File: config.mk
export PLATFORM = sky130hd
export DESIGN_NAME = body_sprite_blitter
export DESIGN_NICKNAME = d
export VERILOG_FILES = /design/src/rtl/sprite_pkg.sv /design/src/rtl/sprite_fb_addr_gen.sv /design/src/rtl/body_sprite_blitter.sv
export SDC_FILE = /design/constraint.sdc
export NUM_CORES = 1
export LEC_CHECK = 0
export ABC_AREA = 1
export CAP_MARGIN = 20
export CORE_AREA = 2 2 108 110
export DETAILED_ROUTE_END_ITERATION = 8
export DIE_AREA = 0 0 110 112
export PLACE_DENSITY = 0.66
export REMOVE_ABC_BUFFERS = 1
export SETUP_SLACK_MARGIN = 0.4
export SLEW_MARGIN = 25
export SYNTH_ARGS = -nofsm -noshare
export SYNTH_HDL_FRONTEND = slang
export SYNTH_SLANG_ARGS = --single-unit
export TNS_END_PERCENT = 10
File: constraint.sdc
create_clock -name i_clk -period 3.7 [get_ports i_clk]
set_input_delay 0.74 -clock i_clk [delete_from_list [all_inputs] [get_ports i_clk]]
set_output_delay 0.74 -clock i_clk [all_outputs]
set_load 0.05 [all_outputs]
File: src/rtl/sprite_pkg.sv
// Shared sprite definitions: tile geometry, colour type, default
// transparent key colour and the blitter state encoding.
package sprite_pkg;

    localparam int SPRITE_DIM    = 16;
    localparam int SPRITE_PIXELS = 256;

    typedef logic [23:0] color_t;

    localparam color_t DEFAULT_KEY_COLOR = 24'h181b1d;

    typedef enum logic [1:0] {
        IDLE  = 2'd0,
        FETCH = 2'd1,
        WRITE = 2'd2,
        DONE  = 2'd3
    } blit_state_t;

endpackage

File: src/rtl/sprite_fb_addr_gen.sv
// Combinational frame-buffer address and clip flag for one tile pixel.
// Sums are one bit wider than the tile origin so they cannot wrap
// before the bounds compare.
module sprite_fb_addr_gen #(
    parameter int unsigned FB_WIDTH  = 640,
    parameter int unsigned FB_HEIGHT = 480,
    parameter int unsigned FB_ADDR_W = 19
) (
    input  logic [9:0]           tile_x,
    input  logic [8:0]           tile_y,
    input  logic [3:0]           row,
    input  logic [3:0]           col,
    output logic [FB_ADDR_W-1:0] fb_addr,
    output logic                 clip
);

    logic [10:0] sum_x;
    logic [9:0]  sum_y;

    // Pixel coordinates, linear address (truncated) and bounds test
    always_comb begin
        sum_x   = {1'b0, tile_x} + {7'b0, col};
        sum_y   = {1'b0, tile_y} + {6'b0, row};
        fb_addr = FB_ADDR_W'(32'(sum_y) * FB_WIDTH + 32'(sum_x));
        clip    = (32'(sum_x) >= FB_WIDTH) || (32'(sum_y) >= FB_HEIGHT);
    end

endmodule

File: src/rtl/body_sprite_blitter.sv
// Copies one 16x16 sprite tile from a combinational ROM into the frame
// buffer at (i_tile_x, i_tile_y), clipping pixels outside the buffer.
// Optional macro SPRITE_TRANSPARENCY_EN: pixels equal to KEY_COLOR are
// skipped like clipped pixels instead of being written.
module body_sprite_blitter
    import sprite_pkg::*;
#(
    parameter int unsigned FB_WIDTH  = 640,
    parameter int unsigned FB_HEIGHT = 480,
    parameter int unsigned FB_ADDR_W = 19,
    parameter color_t      KEY_COLOR = DEFAULT_KEY_COLOR
) (
    input  logic                 i_clk,
    input  logic                 i_rst,
    input  logic                 i_start,
    input  logic [9:0]           i_tile_x,
    input  logic [8:0]           i_tile_y,
    output logic [7:0]           o_rom_addr,
    input  logic [23:0]          i_rom_data,
    output logic                 o_fb_we,
    output logic [FB_ADDR_W-1:0] o_fb_addr,
    output logic [23:0]          o_fb_data,
    input  logic                 i_fb_ready,
    output logic                 o_busy,
    output logic                 o_done
);

    blit_state_t          state;
    logic [7:0]           idx;
    logic [9:0]           x_lat;
    logic [8:0]           y_lat;
    logic [FB_ADDR_W-1:0] gen_addr;
    logic                 clip;
    logic                 skip;
    logic                 last;

    sprite_fb_addr_gen #(
        .FB_WIDTH  (FB_WIDTH),
        .FB_HEIGHT (FB_HEIGHT),
        .FB_ADDR_W (FB_ADDR_W)
    ) u_addr_gen (
        .tile_x  (x_lat),
        .tile_y  (y_lat),
        .row     (idx[7:4]),
        .col     (idx[3:0]),
        .fb_addr (gen_addr),
        .clip    (clip)
    );

    // The ROM is read combinationally, so it is simply addressed by idx
    assign o_rom_addr = idx;
    assign last       = (idx == 8'(SPRITE_PIXELS - 1));

`ifdef SPRITE_TRANSPARENCY_EN
    // Skip pixels that fall outside the buffer or carry the key colour
    always_comb begin
        skip = clip || (i_rom_data == KEY_COLOR);
    end
`else
    logic unused_key;
    assign unused_key = ^KEY_COLOR;

    // Skip only pixels that fall outside the buffer
    always_comb begin
        skip = clip;
    end
`endif

    // Blit sequencer; all outputs are registered alongside the state
    always_ff @(posedge i_clk) begin
        if (i_rst) begin
            state     <= IDLE;
            idx       <= 8'd0;
            x_lat     <= 10'd0;
            y_lat     <= 9'd0;
            o_fb_addr <= '0;
            o_fb_data <= 24'd0;
            o_fb_we   <= 1'b0;
            o_busy    <= 1'b0;
            o_done    <= 1'b0;
        end else begin
            case (state)
                IDLE: begin
                    o_done <= 1'b0;
                    if (i_start) begin
                        x_lat  <= i_tile_x;
                        y_lat  <= i_tile_y;
                        idx    <= 8'd0;
                        o_busy <= 1'b1;
                        state  <= FETCH;
                    end
                end
                FETCH: begin
                    o_fb_addr <= gen_addr;
                    o_fb_data <= i_rom_data;
                    if (skip) begin
                        if (last) begin
                            o_done <= 1'b1;
                            state  <= DONE;
                        end else begin
                            idx <= idx + 8'd1;
                        end
                    end else begin
                        o_fb_we <= 1'b1;
                        state   <= WRITE;
                    end
                end
                WRITE: begin
                    if (i_fb_ready) begin
                        o_fb_we <= 1'b0;
                        if (last) begin
                            o_done <= 1'b1;
                            state  <= DONE;
                        end else begin
                            idx   <= idx + 8'd1;
                            state <= FETCH;
                        end
                    end
                end
                DONE: begin
                    o_done <= 1'b0;
                    o_busy <= 1'b0;
                    state  <= IDLE;
                end
                default: state <= IDLE;
            endcase
        end
    end

endmodule

==> results of run 1 <==
==> worst paths after layout <==
| kind | startpoint | endpoint | slack (ps) | depth (start not counted) |
|---|---|---|---|---|
| min | o_fb_we | o_fb_we | 470 | 2 |
| max | o_rom_addr[6] | o_fb_addr[18] | 510 | 20 |
| max reg2reg | o_rom_addr[6] | o_fb_addr[18] | 510 | 20 |
| min reg2reg | o_fb_we | o_fb_we | 470 | 2 |
==> cell type report <==
class / instances / area, sq um
multi-input cells: 475 / 2890
clock inverters: 5 / 100
flip-flops and latches: 75 / 1520
well taps: 143 / 179
clock buffers: 11 / 243
inverters: 75 / 282
repair buffers: 125 / 1200
fillers: 983 / 4770
==> kinds of logic (layout without fill, tap and decap cells) <==
logic type	Yosys count	count (layout)	share of synthesized area, %
AND/OR/NAND/NOR	313	313	30.7
flip-flops	75	75	34.1
buffers and inverters	96	216	8.40
adder cells (fa/ha/maj)	33	33	10.0
XOR/XNOR	23	23	4.57
AO/OA/AOI/OAI	106	106	12.2
==> report_power, final <==
group / internal [mW] / total (mW) / switching (mW) / leakage [nW]
clock network: 0.676 / 1.03 / 0.355 / 0.169
logic: 1.05 / 2.96 / 1.91 / 2.06
registers: 1.09 / 1.29 / 0.196 / 0.621
==> stage by stage <==
stage | worst slack (ps) | power (mW) | util (%) | hold WS (ps)
CTS | 403 | 5.06 | 54.1 | 473
global route | 323 | 5.60 | 57.3 | 496
global placement | 225 | 3.89 | 49.7 | 447
floorplan | 20.5 | 3.09 | - | 459
detailed placement | 50.4 | 3.93 | 49.7 | 463
finish | 506 | 5.28 | 57.3 | 473
==> cells in the mapped netlist (all sizes together) <==
cell,number
or2,3
xor2,12
nand3,46
dfxtp,75
o22ai,1
nor3b,2
nor2,127
o211ai,1
a21o,1
fa,4
nand4,11
ha,29
buf,4
nand2,117
o21ai,65
inv,72
a31oi,1
nor3,4
clkbuf,17
nand3b,2
xnor2,11
a21oi,37
clkinv,3
nand2b,1
==> layer usage <==
metal | track usage (%) | share of wire [%] | up-vias | wire, microns
met5 | 0 | 0 | - | 0
met4 | 8.27 | 2.0 | 0 | 252
met3 | 3.69 | 4.0 | 18 | 512
met2 | 34.6 | 50 | 99 | 6430
met1 | 25.1 | 44 | 2146 | 5550
li1 | - | - | 2308 | -
==> what timing repair did <==
item,CTS,global route
setup buffers,6,12
pin swaps,9,32
resized for setup,23,58
setup endpoints to repair,5,5
==> worst max-delay path, stage by stage (launching register included) <==
cell and delay (ps):
sky130_fd_sc_hd__dfxtp_4 370, sky130_fd_sc_hd__ha_4 270, sky130_fd_sc_hd__nand2_1 110, sky130_fd_sc_hd__nand3_2 130, sky130_fd_sc_hd__xor2_2 250, sky130_fd_sc_hd__ha_4 240
sky130_fd_sc_hd__ha_4 160, sky130_fd_sc_hd__fa_2 580, sky130_fd_sc_hd__nand2_2 70, sky130_fd_sc_hd__inv_2 50, sky130_fd_sc_hd__nand4_1 90, sky130_fd_sc_hd__nand3_2 110
sky130_fd_sc_hd__nand2_2 70, sky130_fd_sc_hd__nor2_4 110, sky130_fd_sc_hd__nand2_2 70, sky130_fd_sc_hd__nor2_2 90, sky130_fd_sc_hd__nand2_1 60, sky130_fd_sc_hd__nand2_1 70
sky130_fd_sc_hd__nand3_2 60, sky130_fd_sc_hd__nand2_1 90, sky130_fd_sc_hd__inv_1 30
==> registers in the layout, summed over array words and instances (netlist names) <==
register	cells
o_rom_addr	8
o_done	1
x_lat	10
o_fb_we	1
o_fb_addr	19
state	2
o_busy	1
y_lat	9
o_fb_data	24
==> cell usage in the layout, fill, tap and decap left out, types with 17 or more instances in the layout <==
| cell type | count |
|---|---|
| sky130_fd_sc_hd__nor2_1 | 120 |
| sky130_fd_sc_hd__clkdlybuf4s50_1 | 100 |
| sky130_fd_sc_hd__nand2_1 | 98 |
| sky130_fd_sc_hd__dfxtp_1 | 68 |
| sky130_fd_sc_hd__inv_1 | 65 |
| sky130_fd_sc_hd__o21ai_0 | 63 |
| sky130_fd_sc_hd__nand3_1 | 35 |
| sky130_fd_sc_hd__a21oi_1 | 34 |
| sky130_fd_sc_hd__buf_4 | 23 |
| sky130_fd_sc_hd__nand2_2 | 17 |
==> impl_summary.md, run 1 <==
Placement
The total placed instance area is 0.00555 sq mm. The number of cells after detailed placement is 875. The last weighted congestion value of the routability-driven placer is 0.826.

The count of port buffers added during placement is 100. Detailed placement finished with a half-perimeter wire length of 8.20 mm.

Global route
The via count of the first global-routing pass is 4455. The first global-routing pass estimated 20.2 mm of wire. Entering global routing, the biggest net connects 55 pins. The total overflow left after global routing is 0. Across every metal layer, demand over resource in global routing totals 20.4%. The number of antenna violations at the first check in global routing is 0.

Logic synthesis
The sequential fraction of the synthesis area is 34.1%. By area the synthesized netlist is led by sky130_fd_sc_hd__dfxtp_1 (34%), sky130_fd_sc_hd__nor2_1 (11%), sky130_fd_sc_hd__nand2_1 (9.2%), sky130_fd_sc_hd__ha_1 (8.2%), sky130_fd_sc_hd__o21ai_0 (7.2%). The number of distinct standard cells referenced by the synthesized netlist is 34. Averaged over all synthesized cells, the footprint is 6.82 sq um.

Of the post-synthesis cell area, the dominant cell type holds 34.1%. The number of warnings reported in the yosys synthesis log is 0. The gate count after technology mapping is 646.

The largest total area in the synthesized netlist belongs to sky130_fd_sc_hd__dfxtp_1. The post-synth design cell area is 0.00441 sq mm. The register bit count reported by yosys is 75.

STA
The minimum clock period after layout is 3190 ps. Setup repair after global routing could not meet its margin everywhere. For the pin with the worst max-slew slack, the measured transition is 585 ps. For the final database, setup skew stands at 5.26 ps. Dividing the final minimum period by the clock period gives 86.3%. The count of final max-slew check failures is 0. Adding up every negative setup slack in the final design gives 0 ps. Static timing analysis puts the maximum clock frequency at 0.313 GHz. The final hold violation count is 0. The worst-case headroom to the max-slew limit is 61.0%. The final-report setup violation count is 0.

CTS
The number of levels in the clock H-tree is 3. The TritonCTS clock tree is built. The clock-pin slew on the worst setup and hold paths is 60 ps. At the later pin of the worst-skew pair, clock insertion delay measures 340 ps. The clock buffer count from CTS is 9.

The number of hold buffers added after CTS is 0. The clock passes through at most 2 buffers. The count of clock tree sinks is 75. The CTS root buffer is sky130_fd_sc_hd__clkbuf_16.

Detailed routing
The number of nets still failing antenna checks after routing is 0. The final routed wire length divided by cell count is 14.0 microns. The DRC violation total after the first TritonRoute iteration is 183. The pre-antenna-repair detailed-routing pass consisted of 5 iterations.

The routed via count is 4571. After detailed routing, the number of vias per cell comes to 5.03. The aggregate routed wire length is 12.8 mm. In the routed design, unresolved DRC markers number 0.

Worst setup path
The biggest fanout along the worst timing path is 7. The required time of the worst setup path is 3940 ps. The critical path capture point type is a flop. The critical path is of the reg -> reg type. The arrival time at the worst endpoint is 3430 ps. The startpoint class of the critical path is a flop.

Power
For this design the ratio of total power to cell area is 824 mW/mm^2. The analysis attributes to cell leakage a power of 2.85 nW. Across the VDD grid, the largest voltage drop is 461 uV.

Floorplanning
The floorplan row count is 39. The die is 112 microns tall. The die extent in x is 110 microns.

The initial utilization of the core area, before any placement, comes to 39.4%. 101 I/O pins were placed. The floorplan step defined a core boundary enclosing 0.0112 sq mm. The die area is 0.0123 sq mm.

Worst hold path
The worst hold path class is reg -> reg.

Cells and area
The number of nets in the finished design is 841. Excluding fillers, the count of instances in the completed layout stands at 909. Once layout is done, the placed cells without fillers occupy 0.00640 sq mm. The fraction of final layout cells with drive strength greater than 1 is 16.6%. The layout overhead on the synthesized area is 45.3%. 0 antenna diodes ended up in the layout.

Outcome
The flow ran to the end, and the final reports show no timing, DRC or antenna violations.

Flow run
The tool flagged a number of max-cap violations equal to 0.
Power figures use the tool's default switching activity.
==> run 2: changes to the inputs <==
--- a/config.mk
+++ b/config.mk
@@ -6,11 +6,12 @@
 export NUM_CORES = 1
 export LEC_CHECK = 0
 export ABC_AREA = 1
+export ABC_CLOCK_PERIOD_IN_PS = 3700
 export CAP_MARGIN = 20
 export CORE_AREA = 2 2 108 110
 export DETAILED_ROUTE_END_ITERATION = 8
 export DIE_AREA = 0 0 110 112
-export PLACE_DENSITY = 0.66
+export DONT_BUFFER_PORTS = 1
 export REMOVE_ABC_BUFFERS = 1
 export SETUP_SLACK_MARGIN = 0.4
 export SLEW_MARGIN = 25
==> constraint.sdc (replaced) <==
create_clock -name i_clk -period 3.7 [get_ports i_clk]
set_input_delay 0.74 -clock i_clk [delete_from_list [all_inputs] [get_ports i_clk]]
set_output_delay 0.74 -clock i_clk [all_outputs]
set_load 0.01 [all_outputs]
==> run 2 against run 1 <==
Die area did not move; first-iteration DRC count rose by 9.3%; setup slack improved by 27 ps; clock skew rose by 1.8 ps; sequential power rose by 9%; count of clock-buffer cells in the layout rose by 1; maximum frequency rose by 0.84%; utilization fell by 11 points; worst hold slack got worse by 10 ps; final area fell by 18%; clock power fell by 6%; routed wire length fell by 12%; critical path type unchanged; highest routed layer unchanged.
==> impl_summary.md, run 2 (synthesized netlist as in run 1, its figures left out) <==
Outcome
The flow ran to the end, and the final reports show no timing, DRC or antenna violations.

Worst setup path
The worst setup path is captured at a flop. The buffers plus inverters on the worst setup path is 2 (unchanged). The worst setup path is of the reg -> reg kind. The biggest fanout along the worst timing path came to 4 (-3).

The cell type of the slowest stage on the worst timing path is sky130_fd_sc_hd__fa_1. The required time of the worst setup path is 3940 ps (about the same). The arrival time at the worst endpoint was 3400 ps (-30 ps). The dominant cell type by count on the critical path is sky130_fd_sc_hd__nand2_1. In this design, the largest share of critical-path delay is due to adder cells. The worst setup path is launched from a flop. The largest stage delay on the critical path was 520 ps (-60 ps). Walking the worst path, the cells encountered are ha_1 -> nand3_1 -> nand3_2 -> xor2_2 -> ha_4 -> ha_4 -> fa_1 -> nand2_1 -> inv_1 -> nand4_1 -> nand3_2 -> nand2_2 -> nor2_4 -> nand2_1 -> nor2_2 -> nand2_1 -> nand2_1 -> nand3_2 -> nand2_1 -> inv_1.

Power
The internal power summed over all cells is 2.33 mW (-17%). The static leakage power is 2.43 nW (-15%). The sequential fraction of design power is 35.2% (+11 points). The areal power density over the cells is 769 mW/mm^2 (-6.6%). The worst vdd rail ir drop came to 281 uV (-39%). The share of power burned in combinational logic is 40.7% (-15 points). The portion of total power attributed to the clock network came to 24.2% (+4.7 points). The total power after layout is 4.02 mW (-24%). The switching share of total power came to 41.9% (-4.8 points). The net switching power is 1.68 mW (-32%).

Floorplanning
The die area came to 0.0123 sq mm (unchanged). The effective utilization at floorplan came to 39.4% (unchanged). The placeable core area is 0.0112 sq mm (unchanged). The floorplan row count is 39 (unchanged). The I/O pin count is 101 (unchanged). The die extent in x came to 110 microns (unchanged). The die boundary height is 112 microns (unchanged).

Cells and area
The fraction of final layout cells with drive strength greater than 1 is 14.2% (-2.3 points). The post-layout instance area is 0.00522 sq mm (-18%). The largest registers in the layout are o_fb_data (24), o_fb_addr (19), x_lat (10). The library cells used most frequently in the layout, excluding fill and tap cells, are sky130_fd_sc_hd__nor2_1 (121), sky130_fd_sc_hd__nand2_1 (106), sky130_fd_sc_hd__dfxtp_1 (70). The most common cell after layout, fill and taps aside is sky130_fd_sc_hd__nor2_1.

The count of antenna diodes in the layout is 0 (unchanged). The number of flip-flops in the largest register is 24 (unchanged). From synthesis to final layout, the design area changed by 18.5%. The count of non-filler cells in the finished layout is 803 (-12%). The number of nets in the finished design is 735 (-13%).

The register bank with the most flops is o_fb_data. The post-route core utilization is 46.7% (-11 points).

Worst hold path
The worst hold path class is in -> reg.

Global route
The largest net degree at the start of global routing is 38 (-31%). The global-route wire length before repair was 18.7 mm (-7.4%). The remaining global-route overflow is 0 (unchanged).

The global router's overall resource usage is 19.1% (-1.3 points). The number of antenna violations at the first check in global routing is 0 (unchanged). The via count of the first global-routing pass came to 3988 (-10%).

STA
The transition at the pin with the smallest max-transition slack is 627 ps (+42.0 ps). The minimum clock period after layout was 3170 ps (-26.5 ps). The total negative setup slack is 0 ps (unchanged). The final clock skew came to 7.01 ps (+1.75 ps). Setup repair after global routing could not meet its margin everywhere. The worst-case headroom to the max-slew limit is 58.1% (-2.8 points). The final period utilization is 85.6% (-0.72 points). The final worst-path setup slack was 532 ps (+26.5 ps). The timing-limited maximum frequency is 0.316 GHz (+0.84%). The count of final max-slew check failures is 0 (unchanged). The final hold violation count is 0 (unchanged).

The final-report setup violation count was 0 (unchanged). The smallest hold slack is 462 ps (-10.4 ps).

Detailed routing
The DRC violation total after the first TritonRoute iteration came to 200 (+9.3%). The aggregate routed wire length is 11.3 mm (-12%). The length of the first detailed-routing pass in iterations is 4 (-1). The routed via count came to 4056 (-11%). The routed via count divided by cell count is 5.05 (+0.45%). The number of nets still failing antenna checks after routing is 0 (unchanged). The residual DRC count was 0 (unchanged). The final routed wire length divided by cell count is 14.0 microns (about the same).

Placement
The worst setup slack before clock tree synthesis is 122 ps (+71.5 ps). The number of cells after detailed placement was 779 (-11%). The last weighted congestion value of the routability-driven placer was 0.846 (+2.3%). The total placed instance area came to 0.00458 sq mm (-17%). The detailed-placement wirelength estimate is 7.79 mm (-5.0%).

The count of port buffers added during placement is 0 (-100%).

CTS
TritonCTS built the clock tree. The clock buffer count from CTS came to 9 (unchanged). The tree is rooted in a sky130_fd_sc_hd__clkbuf_16. The number of levels in the clock H-tree is 3 (unchanged). The maximum number of buffers from clock root to sink is 2 (unchanged). The source-to-sink clock delay at the later pin of the worst-skew pair is 340 ps (about the same). The clock-pin slew on the worst setup and hold paths is 60 ps (about the same). The number of hold buffers added after CTS came to 0 (unchanged). The count of clock tree sinks is 75 (unchanged).

Flow run
The total of max-cap violations was 0 (unchanged).
[run 2: path summary, 6_finish.rpt]
kind / to / cells past startpoint / startpoint / slack (ps)
setup reg to reg: o_fb_addr[18] / 20 / o_rom_addr[5] / 530
hold / removal: o_rom_addr[1] / 1 / i_rst / 460
hold reg to reg: x_lat[0] / 2 / x_lat[0] / 490
setup / recovery: o_fb_addr[18] / 20 / o_rom_addr[5] / 530
[run 2: layer usage]
| metal | vias to the layer above | part of all wire [%] | track usage, % |
|---|---|---|---|
| met5 | - | 0 | 0 |
| met4 | 0 | 1.9 | 6.41 |
| met3 | 20 | 5.2 | 4.04 |
| met2 | 100 | 49 | 32.7 |
| met1 | 1844 | 43 | 23.6 |
| li1 | 2092 | - | - |
[run 2: power by group through the flow]
| stage | Sequential (mW) | Clock, mW | Combinational, mW |
|---|---|---|---|
| floorplan | 1.36 | 0 | 1.11 |
| CTS | 1.41 | 0.991 | 1.50 |
| global placement | 1.42 | 0 | 1.43 |
| finish | 1.41 | 0.971 | 1.63 |
| detailed placement | 1.43 | 0 | 1.45 |
| global route | 1.45 | 1.02 | 1.88 |
[run 2: area by class of cell]
| class | count | area (sq um) |
|---|---|---|
| Tap cell | 143 | 179 |
| Timing Repair Buffer | 19 | 143 |
| Inverter | 75 | 282 |
| Multi-Input combinational cell | 475 | 2780 |
| Sequential cell | 75 | 1510 |
| Fill cell | 1110 | 5950 |
| Clock inverter | 4 | 72.6 |
| Clock buffer | 12 | 256 |
[run 2: timing repair]
action                     in CTS  in global routing
setup endpoints to repair       5                  6
setup buffers                   3                  5
resized for setup              10                 39
pin swaps                       4                 25
==> run 3: changes to the inputs <==
--- a/config.mk
+++ b/config.mk
@@ -9,6 +9,7 @@
 export ABC_CLOCK_PERIOD_IN_PS = 3700
 export CAP_MARGIN = 20
 export CORE_AREA = 2 2 108 110
+export CTS_CLUSTER_DIAMETER = 150
 export DETAILED_ROUTE_END_ITERATION = 8
 export DIE_AREA = 0 0 110 112
 export DONT_BUFFER_PORTS = 1
==> results of run 3 <==
Same layout as run 2: the final DEF is identical, and so are final timing and power.
